File: src/rtl/dpram_op_sequencer_pkg.sv
// Shared definitions for the dual-port RAM operation sequencer: op codes,
// FSM state encodings and default geometry.
package dpram_op_sequencer_pkg;

  localparam int DEF_ADDR_W = 10;
  localparam int DEF_DATA_W = 16;

  typedef enum logic [2:0] {
    OP_NOP  = 3'd0,
    OP_INC  = 3'd1,
    OP_FIB  = 3'd2,
    OP_FILL = 3'd3,
    OP_COPY = 3'd4
  } op_e;

  typedef enum logic [1:0] {
    ST_IDLE = 2'd0,
    ST_RD   = 2'd1,
    ST_WR   = 2'd2,
    ST_DONE = 2'd3
  } state_e;

  // Codes 5..7 are reserved and reported as errors.
  function automatic logic op_is_legal(input logic [2:0] code);
    return code <= 3'd4;
  endfunction

endpackage

File: src/rtl/dpram_addr_gen.sv
// Operation pointer for the sequencer: latches base/len/destination, steps by 1 or 2,
// and provides the wrapped RAM addresses around the current word.
module dpram_addr_gen #(
  parameter int ADDR_W = 10
) (
  input  logic              clk,
  input  logic              reset,
  input  logic              load,
  input  logic [ADDR_W-1:0] base_in,
  input  logic [ADDR_W-1:0] dst_in,
  input  logic [ADDR_W:0]   len_in,
  input  logic [ADDR_W:0]   first_idx,
  input  logic              step,
  input  logic              step_two,
  output logic [ADDR_W-1:0] addr_cur,
  output logic [ADDR_W-1:0] addr_prev1,
  output logic [ADDR_W-1:0] addr_prev2,
  output logic [ADDR_W-1:0] addr_next,
  output logic [ADDR_W-1:0] addr_dst,
  output logic              last_one,
  output logic              last_two
);

  localparam logic [ADDR_W-1:0] ONE_A = {{(ADDR_W-1){1'b0}}, 1'b1};
  localparam logic [ADDR_W-1:0] TWO_A = {{(ADDR_W-2){1'b0}}, 2'b10};
  localparam logic [ADDR_W+1:0] ONE_W = {{(ADDR_W+1){1'b0}}, 1'b1};
  localparam logic [ADDR_W+1:0] TWO_W = {{ADDR_W{1'b0}}, 2'b10};

  logic [ADDR_W-1:0] base_q;
  logic [ADDR_W-1:0] dst_q;
  logic [ADDR_W:0]   len_q;
  logic [ADDR_W:0]   ptr_q;

  always_ff @(posedge clk) begin
    if (reset) begin
      base_q <= '0;
      dst_q  <= '0;
      len_q  <= '0;
      ptr_q  <= '0;
    end else if (load) begin
      base_q <= base_in;
      dst_q  <= dst_in;
      len_q  <= len_in;
      ptr_q  <= first_idx;
    end else if (step) begin
      ptr_q <= ptr_q + {{(ADDR_W-1){1'b0}}, step_two, ~step_two};
    end
  end

  // Address arithmetic is modulo the RAM depth, so ranges wrap naturally.
  always_comb begin
    addr_cur   = base_q + ptr_q[ADDR_W-1:0];
    addr_prev1 = addr_cur - ONE_A;
    addr_prev2 = addr_cur - TWO_A;
    addr_next  = addr_cur + ONE_A;
    addr_dst   = dst_q + ptr_q[ADDR_W-1:0];
    last_one   = ({1'b0, ptr_q} + ONE_W) >= {1'b0, len_q};
    last_two   = ({1'b0, ptr_q} + TWO_W) >= {1'b0, len_q};
  end

endmodule

File: src/rtl/dpram_op_sequencer.sv
// Command-driven sequencer for the dual-port block RAM: accepts one INC/FIB/FILL/COPY
// operation over an address range and drives RAM ports A and B cycle by cycle.
module dpram_op_sequencer
  import dpram_op_sequencer_pkg::*;
#(
  parameter int ADDR_W = DEF_ADDR_W,
  parameter int DATA_W = DEF_DATA_W
) (
  input  logic              clk,
  input  logic              reset,
  input  logic              start,
  input  logic [2:0]        op,
  input  logic [ADDR_W-1:0] base,
  input  logic [ADDR_W:0]   len,
  input  logic [DATA_W-1:0] arg,
  output logic              busy,
  output logic              done,
  output logic              err,
  output logic [ADDR_W-1:0] addr_a,
  output logic [ADDR_W-1:0] addr_b,
  output logic [DATA_W-1:0] din_a,
  output logic [DATA_W-1:0] din_b,
  output logic              wen_a,
  output logic              wen_b,
  input  logic [DATA_W-1:0] dout_a,
  input  logic [DATA_W-1:0] dout_b
);

  localparam logic [ADDR_W:0]   MAX_LEN = {1'b1, {ADDR_W{1'b0}}};
  localparam logic [ADDR_W:0]   FIB_MIN = {{(ADDR_W-1){1'b0}}, 2'b11};
  localparam logic [ADDR_W:0]   FIB_IDX = {{(ADDR_W-1){1'b0}}, 2'b10};
  localparam logic [DATA_W-1:0] ONE_D   = {{(DATA_W-1){1'b0}}, 1'b1};

  state_e            state_q, state_d;
  op_e               op_q;
  logic [DATA_W-1:0] arg_q;
  logic              err_q;

  logic              legal, skip, accept;
  logic              step, step_two;
  logic [ADDR_W-1:0] addr_cur, addr_prev1, addr_prev2, addr_next, addr_dst;
  logic              last_one, last_two;

  assign busy   = (state_q == ST_RD) || (state_q == ST_WR);
  assign done   = (state_q == ST_DONE);
  assign err    = err_q;
  assign accept = start && !busy;
  assign legal  = op_is_legal(op) && (len <= MAX_LEN);
  // Commands with nothing to write go straight to DONE without touching the RAM.
  assign skip   = !legal || (op == OP_NOP) || (len == '0) ||
                  ((op == OP_FIB) && (len < FIB_MIN));

  dpram_addr_gen #(.ADDR_W(ADDR_W)) u_addr_gen (
    .clk        (clk),
    .reset      (reset),
    .load       (accept),
    .base_in    (base),
    .dst_in     (arg[ADDR_W-1:0]),
    .len_in     (len),
    .first_idx  ((op == OP_FIB) ? FIB_IDX : '0),
    .step       (step),
    .step_two   (step_two),
    .addr_cur   (addr_cur),
    .addr_prev1 (addr_prev1),
    .addr_prev2 (addr_prev2),
    .addr_next  (addr_next),
    .addr_dst   (addr_dst),
    .last_one   (last_one),
    .last_two   (last_two)
  );

  always_ff @(posedge clk) begin
    if (reset) begin
      state_q <= ST_IDLE;
      op_q    <= OP_NOP;
      arg_q   <= '0;
      err_q   <= 1'b0;
    end else begin
      state_q <= state_d;
      if (accept) begin
        op_q  <= legal ? op_e'(op) : OP_NOP;
        arg_q <= arg;
        err_q <= !legal;
      end
    end
  end

  // FILL lives in WR and advances two words per cycle; the others alternate RD/WR.
  always_comb begin
    state_d  = state_q;
    step     = 1'b0;
    step_two = 1'b0;
    case (state_q)
      ST_IDLE, ST_DONE: begin
        if (start)
          state_d = skip ? ST_DONE : ((op == OP_FILL) ? ST_WR : ST_RD);
        else
          state_d = ST_IDLE;
      end
      ST_RD: state_d = ST_WR;
      ST_WR: begin
        if (op_q == OP_FILL) begin
          if (last_two) begin
            state_d = ST_DONE;
          end else begin
            step     = 1'b1;
            step_two = 1'b1;
          end
        end else if (last_one) begin
          state_d = ST_DONE;
        end else begin
          step    = 1'b1;
          state_d = ST_RD;
        end
      end
      default: state_d = ST_IDLE;
    endcase
  end

  always_comb begin
    addr_a = '0;
    addr_b = '0;
    din_a  = '0;
    din_b  = '0;
    wen_a  = 1'b0;
    wen_b  = 1'b0;
    if (state_q == ST_RD) begin
      case (op_q)
        OP_INC, OP_COPY: addr_a = addr_cur;
        OP_FIB: begin
          addr_a = addr_prev2;
          addr_b = addr_prev1;
        end
        default: ;
      endcase
    end else if (state_q == ST_WR) begin
      case (op_q)
        OP_INC: begin
          addr_a = addr_cur;
          din_a  = dout_a + ONE_D;
          wen_a  = 1'b1;
        end
        OP_FIB: begin
          addr_a = addr_cur;
          din_a  = dout_a + dout_b;
          wen_a  = 1'b1;
        end
        OP_FILL: begin
          addr_a = addr_cur;
          din_a  = arg_q;
          wen_a  = 1'b1;
          if (!last_one) begin
            addr_b = addr_next;
            din_b  = arg_q;
            wen_b  = 1'b1;
          end
        end
        OP_COPY: begin
          addr_b = addr_dst;
          din_b  = dout_a;
          wen_b  = 1'b1;
        end
        default: ;
      endcase
    end
  end

endmodule

File: config.mk
export PLATFORM = sky130hd
export DESIGN_NAME = dpram_op_sequencer
export DESIGN_NICKNAME = d
export VERILOG_FILES = /design/src/rtl/dpram_op_sequencer_pkg.sv /design/src/rtl/dpram_addr_gen.sv /design/src/rtl/dpram_op_sequencer.sv
export SDC_FILE = /design/constraint.sdc
export NUM_CORES = 1
export LEC_CHECK = 0
export CAP_MARGIN = 10
export CORE_MARGIN = 3
export CORE_UTILIZATION = 25
export CTS_CLUSTER_DIAMETER = 40
export DETAILED_ROUTE_END_ITERATION = 10
export PLACE_DENSITY_LB_ADDON = 0.1
export SKIP_LAST_GASP = 1
export SLEW_MARGIN = 20
export SYNTH_ARGS = -nofsm -noshare
export SYNTH_HDL_FRONTEND = slang
export SYNTH_SLANG_ARGS = --single-unit
File: constraint.sdc
create_clock -name clk -period 3.7 [get_ports clk]
set_clock_uncertainty 0.1 [all_clocks]
set_input_delay 0.37 -clock clk [delete_from_list [all_inputs] [get_ports clk]]
set_output_delay 0.37 -clock clk [all_outputs]
set_load 0.01 [all_outputs]
==> metrics.md <==
| Metric | Value |
|---|---|
| Drt first pass iters | 4 |
| DP Cell Count | 1,275 |
| Worst-margin pin slew | 619 ps |
| Worst slack at placement | -363 ps |
| Syn nets | 916 |
| DR top layer | met4 |
| Total number of vias | 6,257 |
| Mapped Area | 0.00566 mm^2 |
| Area leader, netlist | dfxtp_1 |
| Top-area cell type share of the netlist area | 19.1% |
| WS Path Type | reg -> out |
| Distinct cell type count after synthesis | 60 |
| CTS max path bufs | 2 |
| Fin. Hold Viols | 0 |
| Most frequent cells in the layout | 142 x buf_4, 116 x nand2_1, 89 x clkdlybuf4s50_1 |
| TritonCTS clock tree | built |
| Fraction of layout cells with a size suffix above 1 | 29.6% |
| Vias in the first global route | 6,069 |
| Drt first-iter violations | 317 |
| RSZ-0062 raised after global routing | true |
| Nets | 1,170 |
| CP max stage delay | 560 ps |
| Final period utilization | 101% |
| Critical-path cell list | buf_4 > buf_4 > ha_4 > or2_2 > o31a_1 > nand2_2 > xnor2_2 > or4_4 > or4_4 > a21oi_2 > a211o_1 > buf_2 |
| Routed length on met1 | 10,700 um |
| Setup WS post-layout | -26.4 ps |
| Post-route cell area | 0.00889 mm^2 |
| Nature of the critical path endpoint | output pin |
| RePlAce Congestion | 0.860 |
| Largest net degree at the start of global routing | 45 |
| Final antenna-violating net count | 0 |
| Antenna Cells | 0 |
| Gr ovfl total | 0 |
| Clock sinks | 54 |
| Sum Neg Setup Slack | -26.4 ps |
| Worst slew margin | 58.4% |
| Most common cell after layout, fill and taps aside | buf_4 |
| Top_reg_cell synth | dfxtp_1 |
| Crit-path slowest cell | or4_4 |
| Leakage | 3.89 nW |
| Layout Cells excl Fill | 1,306 |
| WP data arrival | 3260 ps |
| Die Width | 156 um |
| Clock root buffer | clkbuf_16 |
| Worst VDD drop | 0.189 mV |
| Endpoints failing setup | 1 |
| Routed WL per cell | 17.1 um |
| Die Y | 156 um |
| Number of flops mapped to enable cells by yosys | 0 |
| Num rows | 54 |
| Max_cap viols | 0 |
| Min Hold Slack | 359 ps |
| Area contributors post-synth | dfxtp_1 19%, ha_1 15%, nand2_1 7.8% |
| Mean post-synth cell area | 7.34 um^2 |
| Placed Instance Area | 0.00817 mm^2 |
| Clk Latency, worst-skew pair | 300 ps |
| Total Wirelength | 22,300 um |
| Seq/Total Area, Yosys | 19.1% |
| Metal3 WL | 1020 um |
| Max FO, Critical Path | 4 |
| Failing checks | negative setup slack |
| Post-route DRC | 0 |
| Outcome | finished with violations |
| Layout Area Growth over Synthesis | 57.1% |
| Clock transition at path regs | 80 ps |
| # IOs | 132 |
| Synthesized flop and latch total | 54 |
| Power Density | 253 mW/mm^2 |
| WP data required | 3230 ps |
| Critical Path Start Type | register |
| Setup slack, reg-to-reg | 90 ps |
| H-Tree Level Count | 2 |
| Slew Viols, Final | 0 |
| TritonCTS Buffers | 5 |
| F_max | 268 MHz |
| Ys async rst share | 0% |
| Met2 Routed Length | 10,300 um |
| Final worst path period need | 3730 ps |
| I/O Buffers | 131 |
| Antenna violations before repair | 0 |
| Fill cells | 2,314 |
| Core area | 0.0220 mm^2 |
| First-pass GRT wire length | 34,500 um |
| Initial Utilization | 25.7% |
| Mapped Cells | 771 |
| Via density | 4.79 |
| Global Route Usage Sum | 17.7% |
| Count of warnings emitted by yosys | 0 |
| Worst hold path type | reg -> reg |
| Die ar. | 0.0245 mm^2 |
| Dpl hpwl | 17,700 um |
-- kinds of logic (layout without fill, tap and decap cells) --
logic type | count (synthesis) | after routing | synth area share, %
adder cells (fa/ha/maj) | 71 | 71 | 16.2
XOR/XNOR | 79 | 79 | 12.5
AND/OR/NAND/NOR | 275 | 275 | 22.2
flip-flops | 54 | 54 | 19.1
AO/OA/AOI/OAI | 218 | 218 | 25.0
buffers and inverters | 74 | 329 | 4.98
-- registers in the layout (all words and copies together), names as in the netlist --
register	count
arg_q	16
err	1
op_q	3
state_q	2
u_addr_gen.base_q	10
u_addr_gen.len_q	11
u_addr_gen.ptr_q	11
-- where the power goes --
group	internal, mW	switching [mW]	leakage [nW]
combinational	0.520	0.539	3.37
sequential	0.629	0.0508	0.446
clock	0.273	0.240	0.0735
total	1.42	0.831	3.89
-- timing repair --
| action | CTS | global route |
|---|---|---|
| pin swaps | 33 | 50 |
| resized for setup | 186 | 80 |
| hold buffers | 0 | 0 |
| setup buffers | 10 | 12 |
| hold endpoints to repair | 0 | 0 |
| setup endpoints to repair | 49 | 52 |
| cloned | 1 | 0 |
-- metrics by stage --
step                      power (mW)  util (%)
final                           2.25      40.4
after CTS                       2.23      38.8
after detailed placement        1.66      37.1
after floorplan                 1.21         -
after global routing            2.42      40.4
after global placement          1.67      37.1
-- cells in the mapped netlist, drive strengths merged, types with 4 or more instances --
library cell,number
a22oi,33
a2111oi,4
nor3,11
inv,34
and2,19
nand4,5
nand2b,4
or2,4
a21o,18
o22ai,9
nor2,70
buf,4
clkbuf,36
ha,66
a22o,6
o21bai,8
o21ai,25
and3,5
nand2,118
or4,4
fa,4
xor2,28
dfxtp,54
nand3,19
a211oi,10
a21oi,80
xnor2,51
-- path summary, 6_finish.rpt --
check	start	endpoint	cells after the start
setup reg to reg	u_addr_gen.ptr_q[1]$_SDFFE_PP0P_	u_addr_gen.ptr_q[10]$_SDFFE_PP0P_	16
hold reg to reg	u_addr_gen.len_q[2]$_SDFFE_PP0P_	u_addr_gen.len_q[2]$_SDFFE_PP0P_	2
setup / recovery	u_addr_gen.ptr_q[6]$_SDFFE_PP0P_	addr_b[9]	12
hold / removal	u_addr_gen.len_q[2]$_SDFFE_PP0P_	u_addr_gen.len_q[2]$_SDFFE_PP0P_	2
-- area by class of cell --
class	count	area, um^2	area share (%)
multi-input combinational	643	4770	53.7
inverter	34	128	1.44
clock buffer	6	139	1.56
tap	280	350	3.94
timing repair buffer	287	2390	26.9
clock inverter	2	16.3	0.183
sequential	54	1090	12.3
-- routing by layer --
| layer | vias to the layer above | track usage, % |
|---|---|---|
| met3 | 14 | 1.71 |
| met4 | 0 | 2.96 |
| met5 | - | 0 |
| met1 | 2880 | 25.4 |
| met2 | 139 | 29.1 |
| li1 | 3224 | - |
-- critical path: cells and delay by family (launching register included) --
| family | cells | cell delay (ps) |
|---|---|---|
| AND/OR/NAND/NOR | 4 | 1500 |
| AO/OA/AOI/OAI | 3 | 430 |
| buffers and inverters | 3 | 390 |
| flip-flops | 1 | 340 |
| adder cells (fa/ha/maj) | 1 | 230 |
| XOR/XNOR | 1 | 70 |
Note: power is estimated with default switching activity, not from simulation.
